[config.mk]
export PLATFORM = sky130hd
export DESIGN_NAME = tmr32_pin_cond
export DESIGN_NICKNAME = d
export VERILOG_FILES = /design/src/rtl/tmr32_pin_cond_pkg.sv /design/src/rtl/tmr32_sync2.sv /design/src/rtl/tmr32_pin_cond.sv
export SDC_FILE = /design/constraint.sdc
export NUM_CORES = 1
export LEC_CHECK = 0
export BUFFER_PORTS_ARGS = -buffer_cell sky130_fd_sc_hd__buf_2
export CORE_UTILIZATION = 33
export CTS_CLUSTER_SIZE = 28
export DETAILED_ROUTE_END_ITERATION = 10
export SETUP_SLACK_MARGIN = 0.4
export SLEW_MARGIN = 10
export SYNTH_ARGS = -nofsm -noshare
export SYNTH_HDL_FRONTEND = slang
export SYNTH_HIERARCHICAL = 1
export SYNTH_SLANG_ARGS = --single-unit
[constraint.sdc]
create_clock -name i_clk -period 1.9 [get_ports i_clk]
set_input_delay 0.19 -clock i_clk [delete_from_list [all_inputs] [get_ports i_clk]]
set_output_delay 0.19 -clock i_clk [all_outputs]
set_load 0.03 [all_outputs]
[src/rtl/tmr32_pin_cond_pkg.sv]
// -----------------------------------------------------------------------------
// tmr32_pin_cond_pkg
// Shared definitions for the 32-bit timer's external-pin conditioning path.
//   - edge_sel_e : encoding of the PNE edge-select control
//   - DEF_FLT_W  : default width of the filter length / stability counter
//   - DEF_GC_W   : default width of the saturating glitch counter
//   - edge_pick  : applies the PNE/BE selection to a pair of edge pulses
// -----------------------------------------------------------------------------
package tmr32_pin_cond_pkg;

   localparam int DEF_FLT_W = 4;
   localparam int DEF_GC_W  = 8;

   typedef enum logic {
      EDGE_POS = 1'b0,
      EDGE_NEG = 1'b1
   } edge_sel_e;

   // BE overrides PNE; with BE low, PNE picks exactly one edge polarity.
   function automatic logic edge_pick(input logic      i_be,
                                      input edge_sel_e i_sel,
                                      input logic      i_pos,
                                      input logic      i_neg);
      logic w_sel;
      if (i_be)
         w_sel = i_pos | i_neg;
      else if (i_sel == EDGE_NEG)
         w_sel = i_neg;
      else
         w_sel = i_pos;
      return w_sel;
   endfunction

endpackage

[src/rtl/tmr32_sync2.sv]
// -----------------------------------------------------------------------------
// tmr32_sync2
// Two-flop synchroniser for an asynchronous pad input. Nothing sits between
// the two stages so the first flop has a full cycle to resolve.
// Ports:
//   i_clk : clock, rising edge
//   i_rst : synchronous active-high reset, clears both stages
//   i_d   : asynchronous input
//   o_q   : synchronised output (second stage)
// -----------------------------------------------------------------------------
module tmr32_sync2 (
   input  logic i_clk,
   input  logic i_rst,
   input  logic i_d,
   output logic o_q
);

   logic r_s1;
   logic r_s2;

   always_ff @(posedge i_clk) begin
      if (i_rst) begin
         r_s1 <= 1'b0;
         r_s2 <= 1'b0;
      end else begin
         r_s1 <= i_d;
         r_s2 <= r_s1;
      end
   end

   assign o_q = r_s2;

endmodule

[src/rtl/tmr32_pin_cond.sv]
// -----------------------------------------------------------------------------
// tmr32_pin_cond
// Conditions the asynchronous external pin that feeds the 32-bit timer's
// EXTPIN: synchronise, filter out short excursions, produce edge pulses and
// count how many excursions were rejected.
// Ports:
//   i_clk        : clock, all state on the rising edge
//   i_rst        : synchronous active-high reset
//   i_en         : enables o_evt and glitch counting
//   i_pin_in     : asynchronous pad input
//   i_flt_len    : filter length N; a change is accepted after N+1 stable cycles
//   i_pne        : edge select, 0 = rising, 1 = falling
//   i_be         : both edges, overrides i_pne
//   i_glitch_clr : synchronous clear of o_glitch_cnt (wins over an increment)
//   o_pin_out    : filtered level for EXTPIN
//   o_pos_evt    : one-cycle pulse on a rising edge of o_pin_out
//   o_neg_evt    : one-cycle pulse on a falling edge of o_pin_out
//   o_evt        : selected edge pulse, gated by i_en
//   o_glitch_cnt : saturating count of rejected excursions
// -----------------------------------------------------------------------------
module tmr32_pin_cond
   import tmr32_pin_cond_pkg::*;
#(
   parameter int FLT_W = DEF_FLT_W,
   parameter int GC_W  = DEF_GC_W
) (
   input  logic             i_clk,
   input  logic             i_rst,
   input  logic             i_en,
   input  logic             i_pin_in,
   input  logic [FLT_W-1:0] i_flt_len,
   input  logic             i_pne,
   input  logic             i_be,
   input  logic             i_glitch_clr,
   output logic             o_pin_out,
   output logic             o_pos_evt,
   output logic             o_neg_evt,
   output logic             o_evt,
   output logic [GC_W-1:0]  o_glitch_cnt
);

   logic             w_s2;
   logic             r_pin_out;
   logic             r_pin_q;
   logic [FLT_W-1:0] r_cnt;
   logic [GC_W-1:0]  r_glitch_cnt;

   logic             w_same;
   logic             w_accept;
   logic             w_glitch;
   logic             w_gc_sat;
   logic             w_pos;
   logic             w_neg;

   tmr32_sync2 u_sync (
      .i_clk (i_clk),
      .i_rst (i_rst),
      .i_d   (i_pin_in),
      .o_q   (w_s2)
   );

   // The input has returned to the accepted level. A non-zero count means
   // it had been away for at least one cycle without being accepted.
   assign w_same   = (w_s2 == r_pin_out);
   assign w_glitch = w_same && (r_cnt != '0) && i_en;

   // >= rather than == so that lowering i_flt_len below a running count
   // accepts on the next cycle instead of letting the counter run past it.
   assign w_accept = !w_same && (r_cnt >= i_flt_len);

   // Stability filter; runs regardless of i_en so o_pin_out is always valid.
   always_ff @(posedge i_clk) begin
      if (i_rst) begin
         r_pin_out <= 1'b0;
         r_cnt     <= '0;
      end else if (w_same) begin
         r_cnt     <= '0;
      end else if (w_accept) begin
         r_pin_out <= w_s2;
         r_cnt     <= '0;
      end else begin
         r_cnt     <= r_cnt + FLT_W'(1);
      end
   end

   // Previous filtered level for edge decoding.
   always_ff @(posedge i_clk) begin
      if (i_rst)
         r_pin_q <= 1'b0;
      else
         r_pin_q <= r_pin_out;
   end

   // Saturating glitch counter. Clear is honoured even with i_en low; only
   // the increment is gated, which is what freezes the count.
   assign w_gc_sat = &r_glitch_cnt;

   always_ff @(posedge i_clk) begin
      if (i_rst)
         r_glitch_cnt <= '0;
      else if (i_glitch_clr)
         r_glitch_cnt <= '0;
      else if (w_glitch && !w_gc_sat)
         r_glitch_cnt <= r_glitch_cnt + GC_W'(1);
   end

   // Both pulses decode from registers only, so they are glitch-free and
   // can never be high together.
   assign w_pos = r_pin_out & ~r_pin_q;
   assign w_neg = ~r_pin_out & r_pin_q;

   assign o_pin_out    = r_pin_out;
   assign o_pos_evt    = w_pos;
   assign o_neg_evt    = w_neg;
   assign o_evt        = i_en & edge_pick(i_be, edge_sel_e'(i_pne), w_pos, w_neg);
   assign o_glitch_cnt = r_glitch_cnt;

endmodule

==> flow_metrics.py <==
metrics = {
    "route": {
        "ant_nets": 0,
        "routedWlPerCell_um": 13.6,
        "wirelength_mm": 2.14,
        "drt-pass1-iter-count": 4,
        "routed_via_density": 5.35,
        "vias": 845,
        "first_iter_violations": 3,
        "drc": 0,
    },
    "sta": {
        "finalSetupViolations": 0,
        "fin_skew_ns": 0.0106,
        "min_period_ns": 1.68,
        "finalSetupTns_ns": 0,
        "relSlewSlack_pct": 58.8,
        "fmax_mhz": 595,
        "worstMarginPinSlew_ns": 0.616,
        "slew_violations": 0,
        "fin_crit_sh_pct": 88.4,
        "rsz0062_at_grt": "yes",
        "hold_violations": 0,
    },
    "clocking": {
        "cts_max_path_buffers": 2,
        "cts_root_buffer": "clkbuf_4",
        "cts_hold_buf": 0,
        "cts_made_buffers": 3,
        "cts_tree": "built",
        "htreeDepth": 1,
        "clk-insertion-delay-late_ns": 0.31,
        "cts.sink_count": 16,
        "path_clk_slew_ns": 0.11,
    },
    "placed_design": {
        "placed_area_mm2": 0.00103,
        "gp_congestion": 0.779,
        "place_hpwl_mm": 1.38,
        "port_buffers": 22,
    },
    "die": {
        "die_x_um": 53.4,
        "ios": 23,
        "die_area_mm2": 0.00286,
        "std_cell_rows": 18,
        "die_h_um": 53.4,
        "core_area_mm2": 0.00250,
        "initial_core_util_pct": 34.9,
    },
    "global_route": {
        "grt_max_degree": 10,
        "grt_pass1_wl_mm": 3.42,
        "grt_usage_pct": 17.0,
        "globalRouteOverflowTotal": 0,
        "grt_pass1_vias": 779,
        "antenna_found_initial": 0,
    },
    "layout": {
        "fin_nets": 149,
        "final_core_util_pct": 51.7,
        "n_antenna_cell": 0,
        "design_area_mm2": 0.00129,
        "area_growth_pct": 48.0,
        "drive_above_1_share_pct": 53.9,
    },
    "hold_path": {
        "worstHoldPathType": "input pin to flop",
        "min_path_cells": 2,
    },
    "power": {
        "power.density_mw_per_mm2": 498,
        "p_leak_nw": 0.530,
        "ir_drop_mv": 0.290,
    },
    "critical_path": {
        "max_stage_delay_ns": 0.39,
        "crit_slowest_cell": "dfxtp_4",
        "start_kind": "flop",
        "cpLargestDelayFamily": "flip-flops",
        "critPathMaxFanout": 4,
        "cp-end-kind": "primary output",
        "cp_data_required_time_ns": 1.71,
        "path_cells": "inv_4 -> ha_4 -> mux2_4 -> o211a_1 -> buf_6",
        "cp.depth": 5,
        "cp.arrival_ns": 1.49,
        "crit_type": "flop to primary output",
        "critPathBufInv": 2,
        "reg2reg_depth": 7,
    },
    "logic_synthesis": {
        "yosysWarningCount": 6,
        "syn_inst": 97,
        "yosys_register_bits": 16,
        "syn_area_um2": 873,
        "synth_area_per_cell_um2": 9.00,
        "synth_fp_nets": 117,
        "yosysUniqueCellTypes": 32,
        "synth_sequential_area_ratio_pct": 36.7,
    },
    "run": {
        "maxCapViolCount": 0,
    },
    "status": {
        "status": "finished clean",
    },
}
[Yosys cell counts (all sizes together)]
| cell type | count | area share, % |
|---|---|---|
| o211ai | 3 | 2.6 |
| o211a | 1 | 1.1 |
| mux2i | 1 | 1.1 |
| xnor2 | 2 | 2.9 |
| nor2b | 3 | 2.1 |
| or3 | 3 | 2.1 |
| inv | 9 | 3.9 |
| or2 | 1 | 0.72 |
| and3 | 2 | 1.4 |
| o41ai | 2 | 2.0 |
| nand4 | 1 | 0.72 |
| xor2 | 1 | 1.0 |
| a211oi | 1 | 1.4 |
| nand3 | 4 | 2.9 |
| and4b | 1 | 1.1 |
| buf | 1 | 0.57 |
| a31oi | 1 | 0.72 |
| nand2b | 1 | 0.72 |
| o31ai | 2 | 1.7 |
| nor2 | 10 | 4.3 |
| mux2 | 2 | 2.6 |
| or4 | 2 | 1.7 |
| dfxtp | 16 | 37 |
| o21ai | 3 | 1.7 |
| nand2 | 7 | 3.0 |
| a21oi | 4 | 2.3 |
| o311ai | 2 | 2.0 |
| ha | 9 | 13 |
| or3b | 1 | 1.0 |
| nand3b | 1 | 0.86 |
[cells in the final DEF, fill, tap and decap left out, types with 2 or more instances in the layout]
cell      netlist  final
inv_1           9      5
dfxtp_2         0      4
dfxtp_1        16     10
nand3_1         3      2
ha_4            0      3
clkbuf_4        0      3
or3_1           3      2
o41ai_2         0      2
nor2b_1         3      3
o311ai_4        0      2
nor2_2          0      2
nor2_1         10      8
buf_4           0      3
or4_4           0      2
a21oi_2         0      3
nand2_1         7      7
buf_2           1     21
dfxtp_4         0      2
inv_2           0      3
o211ai_1        3      3
buf_6           0      4
ha_1            9      5
[through the flow]
step                      setup WS (ns)  hold slack [ns]  std cells  total power [mW]
after CTS                         0.192           0.0951        157             0.643
after global routing              0.174           0.0976        158             0.677
final                             0.220           0.0958        158             0.643
after global placement            0.280            0.403        149             0.395
after floorplan                   0.392            0.262         97             0.376
after detailed placement          0.224            0.409        149             0.396
[path summary, 6_finish.rpt]
kind              slack (ns)         endpoint   startpoint
setup / recovery        0.22            o_evt    o_pin_out
hold / removal           0.1      u_sync/r_s1     i_pin_in
setup reg to reg        0.37  o_glitch_cnt[0]     r_cnt[0]
hold reg to reg         0.44       u_sync/o_q  u_sync/r_s1
[registers in the layout, summed over array words and instances (netlist names)]
name,cells
o_glitch_cnt,8
r_cnt,4
r_pin_q,1
u_sync/r_s1,1
u_sync/o_q,1
o_pin_out,1
[repair_timing]
item                       4_1_cts  5_1_grt
pin swaps                        8        7
buffers inserted                 4        1
resized for setup               19       25
setup endpoints to repair        9       11
[final cells by class]
| type | instances | area [um2] |
|---|---|---|
| Fill cell | 242 | 1210 |
| Multi-Input combinational cell | 71 | 677 |
| Sequential cell | 16 | 333 |
| Timing Repair Buffer | 28 | 173 |
| Tap cell | 30 | 37.5 |
| Clock buffer | 4 | 36.3 |
| Inverter | 9 | 36.3 |
[cells by family (layout without fill, tap and decap cells)]
kind of cell    after synthesis  count (layout)  share of synthesized area [%]
fa+ha+maj                     9               9                           12.9
flops                        16              16                           36.7
mux                           3               3                           3.72
compound gates               19              19                           15.6
buf+inv                      10              41                           4.44
xor+xnor                      3               3                           3.87
simple gates                 37              37                           22.8
[where the power goes]
part	internal (mW)	switching [mW]	total (mW)
clock network	0.117	0.122	0.239
logic	0.0309	0.0348	0.0657
registers	0.336	0.00288	0.339
[per-layer routing]
layer	up-vias	global-route usage [%]	routed length, um	part of all wire [%]
li1	412	-	-	-
met4	0	9.21	39	1.8
met3	5	5.46	140	6.5
met1	400	19.0	826	39
met2	28	28.1	1140	53
met5	-	0	0	0
(Power assumes the default switching activity.)
